===== src/rtl/spi_cfg_slave.sv =====
// spi_cfg_slave: 3-wire SPI configuration responder with a byte register file.
// CE/SCLK/SDIO are oversampled on clk. A frame is a 1- or 2-byte instruction
// followed by one data byte. A read of PLL_ADDR returns the live PLL lock bit.
// Optional build macro SPI_CFG_SLAVE_STREAM_EN: when it is defined, further
// data bytes in the same frame continue at incrementing addresses.
module spi_cfg_slave #(
    parameter int          REG_DEPTH = 64,
    parameter logic [12:0] PLL_ADDR  = 13'h1F
) (
    input  logic        clk,
    input  logic        rst_n,
    input  logic        spi_addr_2byte,
    input  logic        spi_ce,
    input  logic        spi_sclk,
    input  logic        spi_in,
    output logic        spi_out,
    output logic        spi_oe,
    input  logic        pll_lock_in,
    output logic        wr_valid,
    output logic [12:0] wr_addr,
    output logic [7:0]  wr_data,
    output logic        frame_err
);

    localparam int          AW      = (REG_DEPTH > 1) ? $clog2(REG_DEPTH) : 1;
    localparam logic [12:0] DEPTH13 = 13'(REG_DEPTH);
`ifdef SPI_CFG_SLAVE_STREAM_EN
    localparam logic STREAM = 1'b1;
`else
    localparam logic STREAM = 1'b0;
`endif

    // ST_WAIT is the "frame done, ignore SCLK until CE rises" phase.
    localparam logic [2:0] ST_IDLE  = 3'd0;
    localparam logic [2:0] ST_INSTR = 3'd1;
    localparam logic [2:0] ST_WDATA = 3'd2;
    localparam logic [2:0] ST_RDATA = 3'd3;
    localparam logic [2:0] ST_WAIT  = 3'd4;

    logic ce_s1_q, ce_s2_q, sclk_s1_q, sclk_s2_q, sclk_d_q, in_s1_q, in_s2_q;
    logic sclk_rise, sclk_fall;

    logic [2:0]  state_q, state_d;
    logic [4:0]  cnt_q, cnt_d;
    logic [15:0] sr_q, sr_d;
    logic [12:0] addr_q, addr_d;
    logic        two_q, two_d;
    logic [7:0]  rd_sh_q, rd_sh_d;
    logic        out_q, out_d, oe_q, oe_d;
    logic        wr_valid_q, wr_valid_d, frame_err_q, frame_err_d;
    logic [12:0] wr_addr_q, wr_addr_d;
    logic [7:0]  wr_data_q, wr_data_d;
    logic [REG_DEPTH-1:0][7:0] regs_q;

    logic        we;
    logic [15:0] sr_shift;
    logic [4:0]  instr_last;
    logic [12:0] dec_addr, addr_inc;
    logic        dec_rw;
    logic [7:0]  next_byte;

    // Read mux: PLL status overrides the file, out-of-range reads return zero.
    function automatic logic [7:0] rd_sel(input logic [12:0] a,
                                          input logic [REG_DEPTH-1:0][7:0] r,
                                          input logic lock);
        if (a == PLL_ADDR)     return {7'b0, lock};
        else if (a < DEPTH13)  return r[a[AW-1:0]];
        else                   return 8'h00;
    endfunction

    // Two-flop synchronisers plus a delayed SCLK copy for edge detection.
    always_ff @(posedge clk or negedge rst_n) begin
        if (!rst_n) begin
            ce_s1_q   <= 1'b1;
            ce_s2_q   <= 1'b1;
            sclk_s1_q <= 1'b0;
            sclk_s2_q <= 1'b0;
            sclk_d_q  <= 1'b0;
            in_s1_q   <= 1'b0;
            in_s2_q   <= 1'b0;
        end else begin
            ce_s1_q   <= spi_ce;
            ce_s2_q   <= ce_s1_q;
            sclk_s1_q <= spi_sclk;
            sclk_s2_q <= sclk_s1_q;
            sclk_d_q  <= sclk_s2_q;
            in_s1_q   <= spi_in;
            in_s2_q   <= in_s1_q;
        end
    end

    assign sclk_rise  = sclk_s2_q & ~sclk_d_q;
    assign sclk_fall  = ~sclk_s2_q & sclk_d_q;
    assign sr_shift   = {sr_q[14:0], in_s2_q};
    assign instr_last = two_q ? 5'd15 : 5'd7;
    assign dec_addr   = two_q ? sr_shift[12:0] : {6'b0, sr_shift[6:0]};
    assign dec_rw     = two_q ? sr_shift[15] : sr_shift[7];
    assign addr_inc   = addr_q + 13'd1;
    assign next_byte  = rd_sel(addr_inc, regs_q, pll_lock_in);

    // Frame FSM. CE rising is checked before SCLK so a simultaneous final edge aborts.
    // In RDATA cnt counts master sampling rises; the byte is complete at 8.
    always_comb begin
        state_d     = state_q;
        cnt_d       = cnt_q;
        sr_d        = sr_q;
        addr_d      = addr_q;
        two_d       = two_q;
        rd_sh_d     = rd_sh_q;
        out_d       = out_q;
        oe_d        = oe_q;
        wr_valid_d  = 1'b0;
        wr_addr_d   = wr_addr_q;
        wr_data_d   = wr_data_q;
        frame_err_d = 1'b0;
        we          = 1'b0;
        case (state_q)
            ST_IDLE: begin
                oe_d  = 1'b0;
                out_d = 1'b0;
                if (!ce_s2_q) begin
                    state_d = ST_INSTR;
                    cnt_d   = 5'd0;
                    sr_d    = 16'h0000;
                    two_d   = spi_addr_2byte;
                end
            end
            ST_INSTR: begin
                if (ce_s2_q) begin
                    state_d     = ST_IDLE;
                    frame_err_d = (cnt_q != 5'd0);
                end else if (sclk_rise) begin
                    sr_d  = sr_shift;
                    cnt_d = cnt_q + 5'd1;
                    if (cnt_q == instr_last) begin
                        addr_d = dec_addr;
                        cnt_d  = 5'd0;
                        if (dec_rw) begin
                            state_d = ST_RDATA;
                            rd_sh_d = rd_sel(dec_addr, regs_q, pll_lock_in);
                        end else begin
                            state_d = ST_WDATA;
                        end
                    end
                end
            end
            ST_WDATA: begin
                if (ce_s2_q) begin
                    state_d     = ST_IDLE;
                    frame_err_d = (cnt_q != 5'd0);
                end else if (sclk_rise) begin
                    sr_d  = sr_shift;
                    cnt_d = cnt_q + 5'd1;
                    if (cnt_q == 5'd7) begin
                        wr_valid_d = 1'b1;
                        wr_addr_d  = addr_q;
                        wr_data_d  = sr_shift[7:0];
                        we         = (addr_q < DEPTH13) && (addr_q != PLL_ADDR);
                        cnt_d      = 5'd0;
                        if (STREAM) addr_d  = addr_inc;
                        else        state_d = ST_WAIT;
                    end
                end
            end
            ST_RDATA: begin
                if (ce_s2_q) begin
                    state_d     = ST_IDLE;
                    oe_d        = 1'b0;
                    out_d       = 1'b0;
                    frame_err_d = (cnt_q != 5'd0) && (cnt_q != 5'd8);
                end else if (sclk_rise) begin
                    cnt_d = cnt_q + 5'd1;
                end else if (sclk_fall) begin
                    if (cnt_q == 5'd8) begin
                        if (STREAM) begin
                            addr_d  = addr_inc;
                            out_d   = next_byte[7];
                            rd_sh_d = {next_byte[6:0], 1'b0};
                            cnt_d   = 5'd0;
                        end else begin
                            oe_d    = 1'b0;
                            out_d   = 1'b0;
                            state_d = ST_WAIT;
                        end
                    end else begin
                        oe_d    = 1'b1;
                        out_d   = rd_sh_q[7];
                        rd_sh_d = {rd_sh_q[6:0], 1'b0};
                    end
                end
            end
            ST_WAIT: begin
                oe_d  = 1'b0;
                out_d = 1'b0;
                if (ce_s2_q) state_d = ST_IDLE;
            end
            default: begin
                state_d = ST_IDLE;
                oe_d    = 1'b0;
                out_d   = 1'b0;
            end
        endcase
    end

    // Control and output registers.
    always_ff @(posedge clk or negedge rst_n) begin
        if (!rst_n) begin
            state_q     <= ST_IDLE;
            cnt_q       <= 5'd0;
            sr_q        <= 16'h0000;
            addr_q      <= 13'd0;
            two_q       <= 1'b0;
            rd_sh_q     <= 8'h00;
            out_q       <= 1'b0;
            oe_q        <= 1'b0;
            wr_valid_q  <= 1'b0;
            wr_addr_q   <= 13'd0;
            wr_data_q   <= 8'h00;
            frame_err_q <= 1'b0;
        end else begin
            state_q     <= state_d;
            cnt_q       <= cnt_d;
            sr_q        <= sr_d;
            addr_q      <= addr_d;
            two_q       <= two_d;
            rd_sh_q     <= rd_sh_d;
            out_q       <= out_d;
            oe_q        <= oe_d;
            wr_valid_q  <= wr_valid_d;
            wr_addr_q   <= wr_addr_d;
            wr_data_q   <= wr_data_d;
            frame_err_q <= frame_err_d;
        end
    end

    // Register file; cleared on reset so it cannot map to block RAM.
    always_ff @(posedge clk or negedge rst_n) begin
        if (!rst_n) begin
            regs_q <= '0;
        end else if (we) begin
            regs_q[addr_q[AW-1:0]] <= sr_shift[7:0];
        end
    end

    assign spi_out   = out_q;
    assign spi_oe    = oe_q;
    assign wr_valid  = wr_valid_q;
    assign wr_addr   = wr_addr_q;
    assign wr_data   = wr_data_q;
    assign frame_err = frame_err_q;

endmodule

===== config.mk =====
export PLATFORM = sky130hd
export DESIGN_NAME = spi_cfg_slave
export DESIGN_NICKNAME = d
export VERILOG_FILES = /design/src/rtl/spi_cfg_slave.sv
export SDC_FILE = /design/constraint.sdc
export NUM_CORES = 1
export LEC_CHECK = 0
export ABC_AREA = 0
export CORE_UTILIZATION = 50
export CTS_BUF_LIST = sky130_fd_sc_hd__clkbuf_4
export DETAILED_ROUTE_END_ITERATION = 8
export DONT_BUFFER_PORTS = 1
export PLACE_DENSITY = 0.68
export SYNTH_ARGS = -nofsm -noshare
export SYNTH_HDL_FRONTEND = slang
export SYNTH_SLANG_ARGS = --single-unit

===== constraint.sdc =====
create_clock -name clk -period 2.68 [get_ports clk]
set_input_delay 0.268 -clock clk [delete_from_list [all_inputs] [get_ports clk]]
set_output_delay 0.268 -clock clk [all_outputs]
set_load 0.02 [all_outputs]

**After elaboration in Yosys (flattened, before gate mapping)**

Cells that the tools add are included.

- $add $sub $neg: 1
- Order comparisons: 5
- Eq/ne operators: 32
- Mux-type cells: 68
- Bitwise gates (word level): 6
- Reductions and logical operators: 17

Operators with widths:

| operator | count |
|---|---|
| bitwise mux 512 bit | 1 |
| 2-to-1 mux 8 bit | 12 |
| binary-select mux 8 bit (select 6 bit) | 1 |
| demux 8 bit (select 6 bit) | 1 |
| 2-to-1 mux 15 bit | 3 |
| 2-to-1 mux 5 bit | 9 |
| 2-to-1 mux 3 bit | 12 |
| one-hot mux 15 bit (2 select lines) | 1 |
| != test 2 bit, second input constant | 14 |
| < comparator 13 x 7 -> 1 bit, second input constant | 2 |
| != test 3 bit, second input constant | 7 |
| 2-to-1 mux 1 bit | 20 |
| one-hot mux 5 bit (4 select lines) | 1 |
| AND reduction 9 bit | 2 |
| one-hot mux 8 bit (2 select lines) | 1 |
| one-hot mux 3 bit (5 select lines) | 1 |
| < comparator 6 x 7 -> 1 bit, second input constant | 2 |
| equality test 13 x 5 -> 1 bit, second input constant | 1 |
| 2-to-1 mux 13 bit | 1 |
| != test 13 x 5 -> 1 bit, second input constant | 1 |
| AND reduction 4 bit | 3 |
| AND reduction 8 bit | 1 |
| equality test 3 x 2 -> 1 bit, second input constant | 2 |
| greater-or-equal comparator 6 x 1 -> 1 bit, second input constant | 1 |
| other kinds (20) | 29 |

- Bits in registers: 589
- Output and inout bits: 25
- Logic and storage cells: 212

**Logic depth before layout (Yosys ltp)**

Gate-level depths: netlist (run 1).

- Depth after elaboration: 10
- Mapped depth: 11
- Gate-level depth less buffers: 8

**Worst setup path after synthesis (run 1)**

No wires, ideal clock.

- Path type: flip-flop to flip-flop
- From: reg cnt_q[1]
- To: reg regs_q[392] (netlist bit)
- Library setup time: 125 ps
- Data arrival time: 2,242 ps
- Required time: 2,555 ps
- Path slack: 313 ps
- Cell stages (with the launch flop): 9
- Path buffers: 1
- Clock period less this slack: 2,367 ps
- Cells stage by stage: dfrtp_1 ha_1 and4bb_2 and3_1 o2111ai_2 or3_1 buf_4 nor2_8 mux2_2

- Longest elaborated chain between the ends: 5

Ends and longest elaborated chain:

| item | line | text |
|---|---|---|
| from (decl) | 44 | `logic [4:0] cnt_q, cnt_d;` |
| from (signal assigned) | 222 | `cnt_q <= cnt_d;` |
| equality test 5 x 3 -> 1 bit | 154 | `if (cnt_q == 5'd7) begin` |
| 2-to-1 mux 1 bit | 154 |  |
| 2-to-1 mux 1 bit | 151 | `end else if (sclk_rise) begin` |
| 2-to-1 mux 1 bit | 148 | `if (ce_s2_q) begin` |
| 2-to-1 mux 1 bit | 117 | `case (state_q)` |
| to (signal, indexed assignment) | 241 | `regs_q[addr_q[AW-1:0]] <= sr_shift[7:0];` |
| to (decl) | 53 | `logic [REG_DEPTH-1:0][7:0] regs_q;` |

Every way passes these cells.
A chain may end at the register's enable or synchronous reset.

**Final worst setup path (run 1)**

- From: reg ce_s2_q
- To: reg regs_q[239] (netlist bit)

- Longest elaborated chain between the ends: 2

Ends and longest elaborated chain:

| item | line | text |
|---|---|---|
| from (decl) | 40 | `logic ce_s1_q, ce_s2_q, sclk_s1_q, sclk_s2_q, sclk_d_q, in_s1_q, in_s2_q;` |
| from (signal assigned) | 83 | `ce_s2_q <= ce_s1_q;` |
| 2-to-1 mux 1 bit | 148 |  |
| 2-to-1 mux 1 bit | 117 |  |

Every way passes these cells.

==> metrics.txt, run 1 <==
status complete, but fails checks; failing checks DRC, hold timing, slew limit; Least-Margin Pin Slew 2290 ps; CTS tree yes; Synth top area share 54.5%; CP Capture Type register; CTS Buf Count 157; post-place setup slack -241 ps; Util after Layout 57.0%; net switching power 4790 uW; Synth area leader dfrtp_1; setup TNS 0 ps; core area about 0.053 sq mm; Cell Int Power ~14000 uW; largest family of logic cells by synthesized area multiplexers; largest net degree at the start of global routing 590; Syn-to-layout area delta 11.9%; sequential area share after synthesis between 50% and 60%; Max-Cap Viols 0; DRC 8; die width 234 microns; Sw Share 25.9%; fraction of final layout cells with drive strength greater than 1 a little under half; H-tree lvl count 4; multiplexer area fraction after synthesis between 30% and 40%; CTS root buf clkbuf_4; area of the multi-input gates 0.0115 sq mm; Clock Sinks 589; Final setup viols 0; RSZ-0062 raised after global routing yes; simple-gate share of the synthesized area 6.56%; Setup CP Type register to register; WL final 63800 microns; drt wl/cell around 22 microns; Hold Fails Final Rpt a little under 600; Leakage roughly 0.015 uW; Max Fclk 388 MHz; fin nets 2055; initial core utilization ~51%; Async S/R FF share, synth 100%; global-route wire length before repair a little over 100000 microns; crit start category register; Netlist cell types 66; Detailed Route Iter0 Violations 1230; register area 0.0148 sq mm; placed cell area 0.0280 sq mm; hold_buf cts 9; Peak VDD IR 0.383 mV; Cells after Synth 1928; Seq pwr share 48.9%; most common cell in the netlist dfrtp_1; Overflow after GRT 0; Total Routing Usage GR 24.5%; Worst-Skew Late Latency 990 ps; DR vias/cell about 6; Syn Area/Cell about 14 sq um; Seq cells post-synth between 500 and 600; Syn. warnings 0; Clock power frac 42.6%; vias in the first global route approximately 17k; IO Pins 32; post-route cell area 0.0301 sq mm; mapped cell area 0.0269 sq mm; clk_skew ~54 ps; min Tclk post-route 2570 ps; Post-DRT Antenna Nets 0; TritonRoute pass-1 iters 7; Hold WC Path Type input pin to asynchronous set/reset pin; DP Wirelength 39800 microns; WP data required 3530 ps; antenna violations before repair 1; crit-path max FO 8; Post-synth top cells dfrtp_1 (587), mux2_2 (496), nand2_1 (124); Critical Path AT 3420 ps; final slew viol count 334; pwr/cell area 614 mW/mm^2; top_reg_cell synth dfrtp_1; Via Count around 17k; Core Rows 84; Logic pwr share 8.5%; Synth Area in Compound Gates between 3 and 4%; EDFF count, synth 0; clk slew on worst S/H paths approximately 60 ps; post-layout worst setup margin 105 ps; Placer Congestion between 0.8 and 0.9; fin crit share 96.1%; die height 234 microns; clock buffer depth 3; Area contributors post-synth dfrtp_1 (55%), mux2_2 (21%), mux4_2 (6.6%); fill count approximately 4.3k; syn_nets ~1.9k; Die ar. between 0.05 and 0.06 sq mm; # port buffers 0; Adder-Cell Fraction of Synth Area 0.0929%; Hold Slack -1010 ps; Synth Area in XOR/XNOR 0.0976%; Slew HR -52.9%
-- worst paths after layout --
check,slack (ps),endpoint,from,cells past startpoint
hold / removal,-1010,regs_q[271]$_DFFE_PN0P_,rst_n,0
min in group clk,330,rd_sh_q[0]$_DFFE_PN0P_,pll_lock_in,4
max in group asynchronous,1710,sr_q[5]$_DFFE_PN0P_,rst_n,0
hold reg to reg,350,in_s2_q$_DFF_PN0_,in_s1_q$_DFF_PN0_,0
setup / recovery,110,regs_q[239]$_DFFE_PN0P_,ce_s2_q$_DFF_PN1_,7
setup reg to reg,110,regs_q[239]$_DFFE_PN0P_,ce_s2_q$_DFF_PN1_,7
-- area by class of cell --
| cell class | count | share of cell area, % |
|---|---|---|
| sequential | 589 | 49.0 |
| multi-input combinational | 1186 | 38.3 |
| tap | 688 | 2.86 |
| antenna | 1 | 0.00831 |
| inverter | 7 | 0.0872 |
| clock inverter | 40 | 0.810 |
| clock buffer | 231 | 5.76 |
| timing repair buffer | 105 | 3.16 |
-- cells in the final DEF, fill, tap and decap left out, types with 8 or more instances in the layout --
| master | n |
|---|---|
| nor2_1 | 31 |
| a21oi_1 | 36 |
| mux2_2 | 496 |
| dlygate4sd3_1 | 9 |
| buf_12 | 11 |
| a31oi_1 | 8 |
| clkinv_1 | 27 |
| mux2i_1 | 104 |
| nand3_1 | 51 |
| o22ai_1 | 13 |
| buf_4 | 84 |
| or4_1 | 8 |
| o21ai_0 | 16 |
| mux4_2 | 79 |
| nand2_2 | 25 |
| nand2b_1 | 10 |
| a22oi_1 | 40 |
| clkbuf_4 | 231 |
| and3_1 | 14 |
| nand2_1 | 123 |
| dfrtp_1 | 579 |
| mux2_1 | 28 |
| nor2_4 | 8 |
-- routing by layer --
layer,global-route usage [%],routed length (microns)
met5,0,0
met4,9.44,1740
met3,7.28,3780
met2,38.0,30200
met1,32.4,28100
-- flip-flops by register name, indices dropped and copies added, names as in the netlist, 3 cells and up --
signal	cells
cnt_q	5
wr_data	8
state_q	3
rd_sh_q	8
sr_q	15
regs_q	512
wr_addr	13
addr_q	13
-- power groups by stage --
stage	clock (uW)	combinational, uW	sequential (uW)
finish	7880	1560	9050
global route	8630	1660	9050
CTS	8150	1560	9050
detailed placement	0	1540	9210
global placement	0	1540	9210
floorplan	0	1020	9150
-- per-stage QoR --
stage	power [uW]	cells
2_1_floorplan	10200	1928
3_3_place_gp	10700	2565
3_5_place_dp	10800	2565
4_1_cts	18800	2845
5_1_grt	19300	2847
6_report	18500	2847
-- timing repair --
| item | 4_1_cts | 5_1_grt |
|---|---|---|
| gates cloned | 0 | 0 |
| setup endpoints to repair | 12 | 51 |
| hold endpoints to repair | 594 | 589 |
| pin swaps | 0 | 3 |
| setup buffers | 0 | 1 |
| gates resized for setup | 2 | 2 |
-- cell families (layout without fill, tap and decap cells) --
| kind of cell | Yosys count | in the layout |
|---|---|---|
| compound gates | 150 | 150 |
| xor+xnor | 3 | 3 |
| fa+ha+maj | 2 | 2 |
| buf+inv | 153 | 383 |
| flops | 589 | 589 |
| mux | 707 | 707 |
| other cells | 0 | 1 |
| simple gates | 324 | 324 |
-- critical path, stage by stage, from the launching register on --
cell and delay (ps):
dfstp_2 370, or2_4 270, nor3_2 250, buf_4 170, o2111ai_2 200, or2_2 510
nor2_4 300, mux2_2 380
Note: power is estimated with default switching activity, not from simulation.
==> inputs of run 2 (changes only) <==
- ABC_AREA: 0 -> not set
- GPL_ROUTABILITY_DRIVEN: not set -> 0
==> results of run 2 <==
No change in the layout: final DEF, timing and power equal those of run 1.
